--- src/rtl/dmem_arb_pkg.sv ---
// Shared types and constants for the two-port data-memory arbiter.
// Optional grant statistics are enabled with the DMEM_ARB_STATS_EN macro.
package dmem_arb_pkg;

  typedef enum logic [1:0] {
    IDLE  = 2'd0,
    ISSUE = 2'd1,
    WAIT  = 2'd2,
    RESP  = 2'd3
  } arb_state_t;

  localparam logic PORT_CPU = 1'b0;
  localparam logic PORT_DBG = 1'b1;

  // Wide enough for MEM_LAT-1 with MEM_LAT up to 15.
  localparam int LAT_W = 4;

endpackage

--- src/rtl/dmem_arbiter_rr_arb2.sv ---
// Combinational two-request round-robin picker.
// On a tie, the port that did not win last time is chosen.
module rr_arb2
  import dmem_arb_pkg::*;
(
  input  logic [1:0] req,
  input  logic       last_grant,
  output logic       gnt_valid,
  output logic       gnt_idx
);

  // NOTE: every output of an always_comb gets a default first; a path that
  // skips an assignment would otherwise infer a latch.
  always_comb begin
    gnt_valid = |req;
    gnt_idx   = PORT_CPU;
    unique case (req)
      2'b01:   gnt_idx = PORT_CPU;
      2'b10:   gnt_idx = PORT_DBG;
      2'b11:   gnt_idx = ~last_grant;
      default: gnt_idx = PORT_CPU;
    endcase
  end

endmodule

--- src/rtl/dmem_arbiter.sv ---
// Two-port req/ack arbiter in front of a single-port data memory.
// Define DMEM_ARB_STATS_EN to add per-port saturating grant counters.
module dmem_arbiter
  import dmem_arb_pkg::*;
#(
  parameter int ADDR_W  = 32,
  parameter int DATA_W  = 32,
  parameter int MEM_LAT = 1
) (
  input  logic              clk,
  input  logic              reset,
  input  logic              req0,
  input  logic              we0,
  input  logic [ADDR_W-1:0] addr0,
  input  logic [DATA_W-1:0] wdata0,
  output logic              ack0,
  output logic [DATA_W-1:0] rdata0,
  input  logic              req1,
  input  logic              we1,
  input  logic [ADDR_W-1:0] addr1,
  input  logic [DATA_W-1:0] wdata1,
  output logic              ack1,
  output logic [DATA_W-1:0] rdata1,
  output logic              mem_en,
  output logic              mem_we,
  output logic [ADDR_W-1:0] mem_addr,
  output logic [DATA_W-1:0] mem_wdata,
  input  logic [DATA_W-1:0] mem_rdata,
  output logic              owner,
  output logic              busy
`ifdef DMEM_ARB_STATS_EN
  ,
  input  logic              stats_clr,
  output logic [15:0]       gnt_cnt0,
  output logic [15:0]       gnt_cnt1
`endif
);

  localparam logic [LAT_W-1:0] LAT_LOAD = LAT_W'(MEM_LAT - 1);

  arb_state_t        r_state;
  arb_state_t        w_next_state;
  logic              r_last_grant;
  logic [LAT_W-1:0]  r_lat_cnt;
  logic              r_owner;
  logic              r_busy;
  logic              r_mem_en;
  logic              r_mem_we;
  logic [ADDR_W-1:0] r_mem_addr;
  logic [DATA_W-1:0] r_mem_wdata;
  logic              r_ack0;
  logic              r_ack1;
  logic [DATA_W-1:0] r_rdata0;
  logic [DATA_W-1:0] r_rdata1;
  logic              w_gnt_valid;
  logic              w_gnt_idx;

  rr_arb2 u_rr_arb2 (
    .req        ({req1, req0}),
    .last_grant (r_last_grant),
    .gnt_valid  (w_gnt_valid),
    .gnt_idx    (w_gnt_idx)
  );

  // NOTE: sequential state uses non-blocking assignments so every flop
  // samples the pre-edge values regardless of statement order.
  always_ff @(posedge clk) begin
    if (reset) r_state <= IDLE;
    else       r_state <= w_next_state;
  end

  always_comb begin
    w_next_state = r_state;
    unique case (r_state)
      IDLE:    if (w_gnt_valid) w_next_state = ISSUE;
      ISSUE:   w_next_state = r_mem_we ? RESP : WAIT;
      WAIT:    if (r_lat_cnt == '0) w_next_state = RESP;
      RESP:    w_next_state = IDLE;
      default: w_next_state = IDLE;
    endcase
  end

  // Strobes are derived from the next state so they are clean flop outputs
  // aligned with the state they belong to.
  always_ff @(posedge clk) begin
    if (reset) begin
      r_last_grant <= PORT_DBG;
      r_lat_cnt    <= '0;
      r_owner      <= PORT_CPU;
      r_busy       <= 1'b0;
      r_mem_en     <= 1'b0;
      r_mem_we     <= 1'b0;
      r_mem_addr   <= '0;
      r_mem_wdata  <= '0;
      r_ack0       <= 1'b0;
      r_ack1       <= 1'b0;
      r_rdata0     <= '0;
      r_rdata1     <= '0;
    end else begin
      r_mem_en <= (w_next_state == ISSUE);
      r_busy   <= (w_next_state != IDLE);
      r_ack0   <= (w_next_state == RESP) && (r_owner == PORT_CPU);
      r_ack1   <= (w_next_state == RESP) && (r_owner == PORT_DBG);

      unique case (r_state)
        IDLE: begin
          if (w_gnt_valid) begin
            r_owner      <= w_gnt_idx;
            r_last_grant <= w_gnt_idx;
            r_mem_we     <= (w_gnt_idx == PORT_DBG) ? we1    : we0;
            r_mem_addr   <= (w_gnt_idx == PORT_DBG) ? addr1  : addr0;
            r_mem_wdata  <= (w_gnt_idx == PORT_DBG) ? wdata1 : wdata0;
          end
        end
        ISSUE: r_lat_cnt <= LAT_LOAD;
        WAIT: begin
          if (r_lat_cnt == '0) begin
            if (r_owner == PORT_DBG) r_rdata1 <= mem_rdata;
            else                     r_rdata0 <= mem_rdata;
          end else begin
            r_lat_cnt <= r_lat_cnt - 1'b1;
          end
        end
        default: ;
      endcase
    end
  end

  assign mem_en    = r_mem_en;
  assign mem_we    = r_mem_we;
  assign mem_addr  = r_mem_addr;
  assign mem_wdata = r_mem_wdata;
  assign ack0      = r_ack0;
  assign ack1      = r_ack1;
  assign rdata0    = r_rdata0;
  assign rdata1    = r_rdata1;
  assign owner     = r_owner;
  assign busy      = r_busy;

`ifdef DMEM_ARB_STATS_EN
  logic [15:0] r_gnt_cnt0;
  logic [15:0] r_gnt_cnt1;

  // A clear coinciding with an ISSUE cycle takes priority over the count.
  always_ff @(posedge clk) begin
    if (reset || stats_clr) begin
      r_gnt_cnt0 <= '0;
      r_gnt_cnt1 <= '0;
    end else if (r_state == ISSUE) begin
      if (r_owner == PORT_CPU && r_gnt_cnt0 != 16'hFFFF) r_gnt_cnt0 <= r_gnt_cnt0 + 1'b1;
      if (r_owner == PORT_DBG && r_gnt_cnt1 != 16'hFFFF) r_gnt_cnt1 <= r_gnt_cnt1 + 1'b1;
    end
  end

  assign gnt_cnt0 = r_gnt_cnt0;
  assign gnt_cnt1 = r_gnt_cnt1;
`endif

endmodule

--- config.mk ---
export PLATFORM = sky130hd
export DESIGN_NAME = dmem_arbiter
export DESIGN_NICKNAME = d
export VERILOG_FILES = /design/src/rtl/dmem_arb_pkg.sv /design/src/rtl/dmem_arbiter_rr_arb2.sv /design/src/rtl/dmem_arbiter.sv
export SDC_FILE = /design/constraint.sdc
export NUM_CORES = 1
export LEC_CHECK = 0
export ABC_AREA = 1
export BUFFER_PORTS_ARGS = -buffer_cell sky130_fd_sc_hd__buf_2
export CORE_ASPECT_RATIO = 1.2
export CORE_MARGIN = 2
export CORE_UTILIZATION = 46
export CTS_BUF_LIST = sky130_fd_sc_hd__clkbuf_16
export DETAILED_ROUTE_END_ITERATION = 10
export GPL_TIMING_DRIVEN = 0
export PLACE_DENSITY = 0.88
export SYNTH_ARGS = -nofsm -noshare
export SYNTH_HDL_FRONTEND = slang
export SYNTH_HIERARCHICAL = 1
export SYNTH_SLANG_ARGS = --single-unit
--- constraint.sdc ---
create_clock -name clk -period 1.84 [get_ports clk]
set_input_delay 0.368 -clock clk [delete_from_list [all_inputs] [get_ports clk]]
set_output_delay 0.368 -clock clk [all_outputs]
set_load 0.02 [all_outputs]
-- Word-level counts from Yosys, hierarchy flattened
Index checks and enable logic that the tools add are counted.
- add/sub/neg operators: 1
- equal/unequal tests: 8
- multiplexer cells: 10
- bitwise operators: 2
- reductions and logical operators: 11
- operator list (cell ; number):
    2-to-1 mux 32 bit ; 2
    == test 2 bit, second input constant ; 5
    one-hot mux 2 bit (4 select lines) ; 1
    one-hot mux 4 bit (2 select lines) ; 1
    AND reduction 3 bit ; 2
    == test 2 x 1 -> 1 bit, second input constant ; 2
    zero test 4 bit ; 1
    2-to-1 mux 2 bit ; 2
    2-to-1 mux 4 bit ; 1
    AND reduction 2 bit ; 2
    nonzero test 2 bit ; 2
    subtractor 4 x 1 -> 4 bit, second input constant ; 1
    logical AND 1 bit ; 2
    zero test 2 bit ; 1
    2-to-1 mux 1 bit ; 2
    != test 2 bit, second input constant ; 1
    inverter 1 bit ; 2
    one-hot mux 1 bit (2 select lines) ; 1
    OR reduction 2 bit ; 1
- register bits: 141
- input port bits: 166
- output and inout port bits: 134
- logic and storage cells: 45

-- Logic depth before layout (Yosys ltp)
Gate-level depths: netlist (run 1).
- word-level depth: 5
- gate-level depth with buffers: 9
- depth with buffers taken out: 7

-- Hierarchy
The synthesis (run 1) kept the hierarchy.
- by module, submodules not included (module ; times used ; cells each ; area an instance (um2) ; seq. area each (um2)):
    dmem_arbiter ; 1 ; 783 ; 5949.5 ; 2822.7
    rr_arb2 ; 1 ; 3 ; 15.0 ; 0.0

-- Worst setup path after synthesis (run 1)
No wires, ideal clock.
- kind: register -> register
- start point: register r_state[0]
- end point: register r_mem_wdata[13], in the netlist mem_wdata[13]
- arrival: 1.360 ns
- setup slack: 0.364 ns
- cell stages (with the launch flop): 9
- buffers on the path: 2
- period minus slack after synthesis: 1.476 ns
- cells stage by stage: dfxtp_1 -> inv_1 -> ha_1 -> nand2_1 -> clkinv_1 -> buf_2 -> clkbuf_1 -> o211ai_1 -> inv_1
- cells in the longest elaborated chain, start to end: 2
- ends and longest elaborated chain (what ; line ; source):
    start, declared ; dmem_arbiter.sv:41 ; arb_state_t r_state;
    start signal, assigned ; dmem_arbiter.sv:69 ; else r_state <= w_next_state;
    zero test 2 bit ; dmem_arbiter.sv:105 ; unique case (r_state)
    AND reduction 2 bit (no source line) ; -- ;
    end signal, assigned ; dmem_arbiter.sv:112 ; r_mem_wdata <= (w_gnt_idx == PORT_DBG) ? wdata1 : wdata0;
    end, declared ; dmem_arbiter.sv:50 ; logic [DATA_W-1:0] r_mem_wdata;
Every way passes these cells.
A chain may end at the register's enable or synchronous reset.

-- Worst setup path after layout (run 1)
- start point: register r_state[0]
- end point: register r_rdata1[19], in the netlist rdata1[19]
- cells in the longest elaborated chain, start to end: 2
- ends and longest elaborated chain (what ; line ; source):
    == test 2 bit ; dmem_arbiter.sv:105 ;
    AND reduction 3 bit (no source line) ; -- ;
    end signal, assigned ; dmem_arbiter.sv:118 ; if (r_owner == PORT_DBG) r_rdata1 <= mem_rdata;
    end, declared ; dmem_arbiter.sv:54 ; logic [DATA_W-1:0] r_rdata1;
Every way passes these cells.

==> results of run 1 <==
## report_power, final
group | leakage, uW | switching (uW) | internal (uW)
sequential | 0.00116 | 476 | 4010
combinational | 0.00319 | 3320 | 1660
clock | 0.000285 | 1360 | 2150
## synthesized netlist by cell type, drive strengths merged
master    n
nand2   148
buf      41
o211ai   65
o21ai    66
inv      82
nand3    70
a21oi     7
dfxtp   141
clkbuf   13
ha        6
nor2    142
nand4     2
or2       2
clkinv    1
## registers in the layout (all words and copies together), names as in the netlist
register / flops
owner: 1
mem_wdata: 32
mem_we: 1
r_lat_cnt: 4
rdata0: 32
r_state: 2
rdata1: 32
mem_addr: 32
busy: 1
r_last_grant: 1
ack1: 1
mem_en: 1
ack0: 1
## path summary, 6_finish.rpt
| kind | endpoint | slack [ns] | cells past startpoint |
|---|---|---|---|
| max | rdata1[19] | 0.13 | 8 |
| max reg2reg | rdata1[19] | 0.13 | 8 |
| min | rdata1[27] | 0.20 | 3 |
| min reg2reg | r_lat_cnt[1] | 0.47 | 2 |
## metrics by stage
step	setup slack [ns]	util, %	hold WS, ns	total power (uW)	std cells
6_report	0.128	65.4	0.201	13000	1282
5_1_grt	0.0102	65.4	0.194	13700	1281
4_1_cts	0.0457	65.3	0.182	13000	1281
3_5_place_dp	0.0160	60.5	0.468	9460	1249
3_3_place_gp	0.0223	60.5	0.450	9370	1249
2_1_floorplan	0.364	-	0.433	7660	786
## routing by layer
metal  wire, um  global-route usage [%]  share of wire [%]
met1       7490                    29.9                 39
met2       9040                    45.5                 47
met3       1910                    10.2                 10
met4        575                    11.5                3.0
met5         11                       0              0.058
## critical path, cell delays in order (launching register included)
cell and delay [ns]:
dfxtp_1 0.33, inv_1 0.11, ha_1 0.30, nand3_4 0.20, nor2_8 0.22, inv_4 0.08, buf_6 0.15, nor2_1 0.15
nor2_1 0.06
## cell type report
cell class / count / area share (%)
diodes: 1 / 0.0302
plain buffers: 54 / 4.08
clock buffers: 17 / 5.13
clock inverters: 15 / 2.23
inverters: 83 / 3.82
multi-input cells: 508 / 30.1
flip-flops and latches: 141 / 34.1
well taps: 164 / 2.48
repair buffers: 299 / 18.1
## logic make-up after synthesis
family	synth area share (%)
flip-flops	47.3
AND/OR/NAND/NOR	26.3
AO/OA/AOI/OAI	14.3
buffers and inverters	10.8
adder cells (fa/ha/maj)	1.26
## timing repair
item	CTS	global route
gates resized for setup	0	12
setup endpoints to repair	0	25
hold buffers	0	0
==> qor.txt, run 1 <==
Tmin final - 1.71 ns
CTS root buffer - clkbuf_16
layout cell share with drive strength beyond 1 - 36.0%
final setup violation count - 0
htree depth - 4
final-layout fill cell count - 1,093
commonest non-fill, non-tap cell in the layout - buf_2
Max Fclk - 584 MHz
Iter 0 DRT Violations - 464
clock sink count - 141
clk_skew - 0.00744 ns
vias in the first global route - 5,922
worst vdd ir - 0.000857 V
Critical Path Start Type - register
Die Ht - 129 um
Cell Rows - 45
register area - 2820 um2
final max-slew violation count - 0
Mapped Area - 5960 um2
required time of the worst setup path - 2.14 ns
YS warnings - 6
DRT Wirelength - 19.0 mm
CP Data Arrival Time - 2.01 ns
hold wc startpoint - mem_rdata[27]
Final Cell Area - 8290 um2
most frequent cells in the layout - 323 x buf_2, 148 x nand2_1, 141 x dfxtp_1
CP endpoint kind - register
final setup TNS - 0 ns
final antenna-violating net count - 0
starting density of the core - 47.1%
crit path max fanout - 10
detailed placer's ending HPWL - 14.6 mm
post-synth top area share - 47.3%
global placement routability congestion - 0.877
crit share post-route - 93.1%
crit path launch - r_state[0]
first-pass GRT wire length - 29.1 mm
Longest Clk Path Bufs - 2
core area - 12,700 um2
WL/cell - 14.8 um
Multi-input gate area - 2500 um2
Power per Cell Area - 1570 nW/um2
Total Nets Final - 1,276
Syn Nets - 958
antenna violations before repair - 2
CTS Buf Count - 17
relative slew slack - 61.2%
I/O Pins - 300
Lkg Pwr - 0.00464 uW
Post-CTS Setup Repair Bufs - 0
Reg clk slew, reported paths - 0.06 ns
Cell variety after synth - 25
via count - 6,342
Setup CP Type - reg2reg
post-synthesis instance total - 786
CTS tree - done
post-synth top area cell - dfxtp_1
Vias/cell - 4.95
Clk Latency, worst-skew pair - 0.41 ns
largest net degree at the start of global routing - 17
flops & latches, synth - 141
Worst-Margin Slew - 0.583 ns
Hold Crit Class - in2reg
Fin. Hold Viols - 0
MaxCap Viol Count - 0
sequential element share of the synthesized area - 47.3%
Tot GR Track Use - 26.8%
Synth area leaders - dfxtp_1 47%, nand2_1 9.3%, o211ai_1 8.2%
RSZ-0062 raised after global routing - false
status - completed
P&R area growth vs syn - 39.0%
residual DRC count - 0
drt first pass iters - 5
Die W - 108 um
Post-Syn Area per Cell - 7.59 um2
placed cell area - 7670 um2
gr ovfl total - 0
port bufs - 299
worst r2r src - r_state[0]
Die Area - 13,900 um2
No activity file was read; power rests on OpenSTA's default activity.
==> run 2, diff against run 1 <==
--- a/config.mk
+++ b/config.mk
@@ -9,11 +9,11 @@
 export BUFFER_PORTS_ARGS = -buffer_cell sky130_fd_sc_hd__buf_2
 export CORE_ASPECT_RATIO = 1.2
 export CORE_MARGIN = 2
-export CORE_UTILIZATION = 46
+export CORE_UTILIZATION = 35
 export CTS_BUF_LIST = sky130_fd_sc_hd__clkbuf_16
 export DETAILED_ROUTE_END_ITERATION = 10
 export GPL_TIMING_DRIVEN = 0
-export PLACE_DENSITY = 0.88
+export PLACE_DENSITY = 0.71
 export SYNTH_ARGS = -nofsm -noshare
 export SYNTH_HDL_FRONTEND = slang
 export SYNTH_HIERARCHICAL = 1
==> constraint.sdc (replaced) <==
create_clock -name clk -period 1.84 [get_ports clk]
set_input_delay 0.368 -clock clk [delete_from_list [all_inputs] [get_ports clk]]
set_output_delay 0.368 -clock clk [all_outputs]
set_load 0.05 [all_outputs]
==> run 2 against run 1 <==
Non-clock buffer count is 1 lower. Fmax is 2.0% higher. Critical path depth is the same. Largest power group unchanged. Routed wire length hardly changed. Clock power is 5% lower. Count of clock-buffer cells in the layout unchanged. Critical endpoint is now rdata0[12]. Sequential cell count is the same. Via count decreased by 2.4%.
==> qor.txt, run 2 (synthesized netlist as in run 1, its figures left out) <==
CTS tree - done (unchanged)
Worst-Margin Slew - 0.628 ns (was 0.583 ns)
htree depth - 4 (unchanged)
via count - 6,191 (was 6,342)
met3 Usage GRT - 7.84% (was 10.2%)
reg2reg end - rdata0[12] (was rdata1[19])
status - completed (unchanged)
Tmin final - 1.68 ns (was 1.71 ns)
clk_skew - 0.0136 ns (was 0.00744 ns)
final max-slew violation count - 0 (unchanged)
crit path launch - r_state[0] (unchanged)
met1 Use GR - 22.7% (was 29.9%)
FF-to-FF path depth - 8 (unchanged)
Clk Latency, worst-skew pair - 0.42 ns (was 0.41 ns)
vias in the first global route - 6,014 (was 5,922)
Lkg Pwr - 0.00463 uW (was 0.00464 uW)
routing usage on met2 - 36.8% (was 45.5%)
residual DRC count - 0 (unchanged)
crit path capture - rdata0[12] (was rdata1[19])
required time of the worst setup path - 2.15 ns (was 2.14 ns)
Power per Cell Area - 1780 nW/um2 (was 1570 nW/um2)
crit share post-route - 91.3% (was 93.1%)
final setup violation count - 0 (unchanged)
Die Ht - 147 um (was 129 um)
most frequent cells in the layout - 322 x buf_2, 148 x nand2_1, 141 x dfxtp_1 (was 323 x buf_2, 148 x nand2_1, 141 x dfxtp_1)
worst vdd ir - 0.000988 V (was 0.000857 V)
Die W - 123 um (was 108 um)
detailed placer's ending HPWL - 14.7 mm (was 14.6 mm)
Post-CTS Setup Repair Bufs - 0 (unchanged)
I/O Pins - 300 (unchanged)
global placement routability congestion - 0.819 (was 0.877)
hold wc startpoint - mem_rdata[5] (was mem_rdata[27])
worst r2r src - r_state[0] (unchanged)
layout cell share with drive strength beyond 1 - 35.8% (was 36.0%)
core area - 16,800 um2 (was 12,700 um2)
final setup TNS - 0 ns (unchanged)
Longest Clk Path Bufs - 2 (unchanged)
Iter 0 DRT Violations - 193 (was 464)
starting density of the core - 35.5% (was 47.1%)
relative slew slack - 58.1% (was 61.2%)
Total Nets Final - 1,275 (was 1,276)
Design Power - 14,800 uW (was 13,000 uW)
MaxCap Viol Count - 0 (unchanged)
Cell Rows - 52 (was 45)
final-layout fill cell count - 1,724 (was 1,093)
port bufs - 299 (unchanged)
Hold Crit Class - in2reg (unchanged)
Reg clk slew, reported paths - 0.06 ns (about the same)
CTS Buf Count - 17 (unchanged)
CP endpoint kind - register (unchanged)
Vias/cell - 4.64 (was 4.95)
clock sink count - 141 (unchanged)
WL/cell - 14.3 um (was 14.8 um)
CP Data Arrival Time - 1.99 ns (was 2.01 ns)
first-pass GRT wire length - 29.5 mm (was 29.1 mm)
Die Area - 18,100 um2 (was 13,900 um2)
WHS - 0.185 ns (was 0.201 ns)
R2R setup slack - 0.16 ns (was 0.13 ns)
Most Used Layer, Global Route - met2 (unchanged)
Tot GR Track Use - 20.9% (was 26.8%)
Critical Path Start Type - register (unchanged)
crit path max fanout - 10 (unchanged)
gr ovfl total - 0 (unchanged)
final antenna-violating net count - 0 (unchanged)
P&R area growth vs syn - 39.4% (was 39.0%)
DRT Wirelength - 19.0 mm (about the same)
drt first pass iters - 4 (was 5)
RSZ-0062 raised after global routing - false (unchanged)
Setup CP Type - reg2reg (unchanged)
CTS root buffer - clkbuf_16 (unchanged)
antenna violations before repair - 1 (was 2)
Max Fclk - 596 MHz (was 584 MHz)
commonest non-fill, non-tap cell in the layout - buf_2 (unchanged)
largest net degree at the start of global routing - 17 (unchanged)
Fin. Hold Viols - 0 (unchanged)
run 2: critical path, cell delays in order (launching register included):
cell and delay (ns):
dfxtp_1 0.34, inv_1 0.11, ha_1 0.30, nand3_4 0.20, nor2_8 0.20, inv_4 0.07, buf_6 0.14, nor2_1 0.13
nor2_1 0.07
run 2: cell type report:
cell class                 instances  area (um2)  share of cell area (%)
antenna                            1        2.50                  0.0301
tap                              216         270                    3.25
inverter                          83         317                    3.81
buffer                            53         334                    4.02
clock inverter                    15         148                    1.78
sequential                       141        2820                    34.0
clock buffer                      17         425                    5.12
multi-input combinational        508        2500                    30.0
timing repair buffer             299        1500                    18.0
run 2: metrics by stage:
step           instance area [um2]  util (%)  setup slack (ns)  cells
4_1_cts                       8310      49.5            0.0130   1333
5_1_grt                       8310      49.5           0.00822   1332
2_1_floorplan                 5960         -             0.297    786
6_report                      8310      49.5             0.161   1333
3_3_place_gp                  7730      46.1           -0.0400   1301
3_5_place_dp                  7730      46.1           -0.0442   1301
run 2: worst min path at each step:
stage	end	slack (ns)	cells past startpoint
2_1_floorplan	r_lat_cnt[1]	0.43	2
3_3_place_gp	r_lat_cnt[1]	0.45	2
3_5_place_dp	r_lat_cnt[1]	0.47	2
4_1_cts	rdata0[5]	0.17	3
5_1_grt	rdata1[20]	0.18	3
6_report	rdata0[5]	0.19	3
run 2: where the power goes:
| part | internal (uW) | switching [uW] | leakage (uW) |
|---|---|---|---|
| Clock | 1990 | 1340 | 0.000280 |
| Sequential | 4010 | 473 | 0.00116 |
| Combinational | 1660 | 5310 | 0.00319 |
| Total | 7650 | 7130 | 0.00463 |
run 2: per-layer routing:
metal / share of wire [%] / wire length, um
met4: 1.6 / 305
met1: 40 / 7560
met2: 49 / 9290
met3: 9.9 / 1880
met5: 0 / 0
run 2: timing repair:
action | 4_1_cts | 5_1_grt
pin swaps | 0 | 0
hold buffers | 0 | 0
setup endpoints to repair | 3 | 64
gates resized for setup | 1 | 9
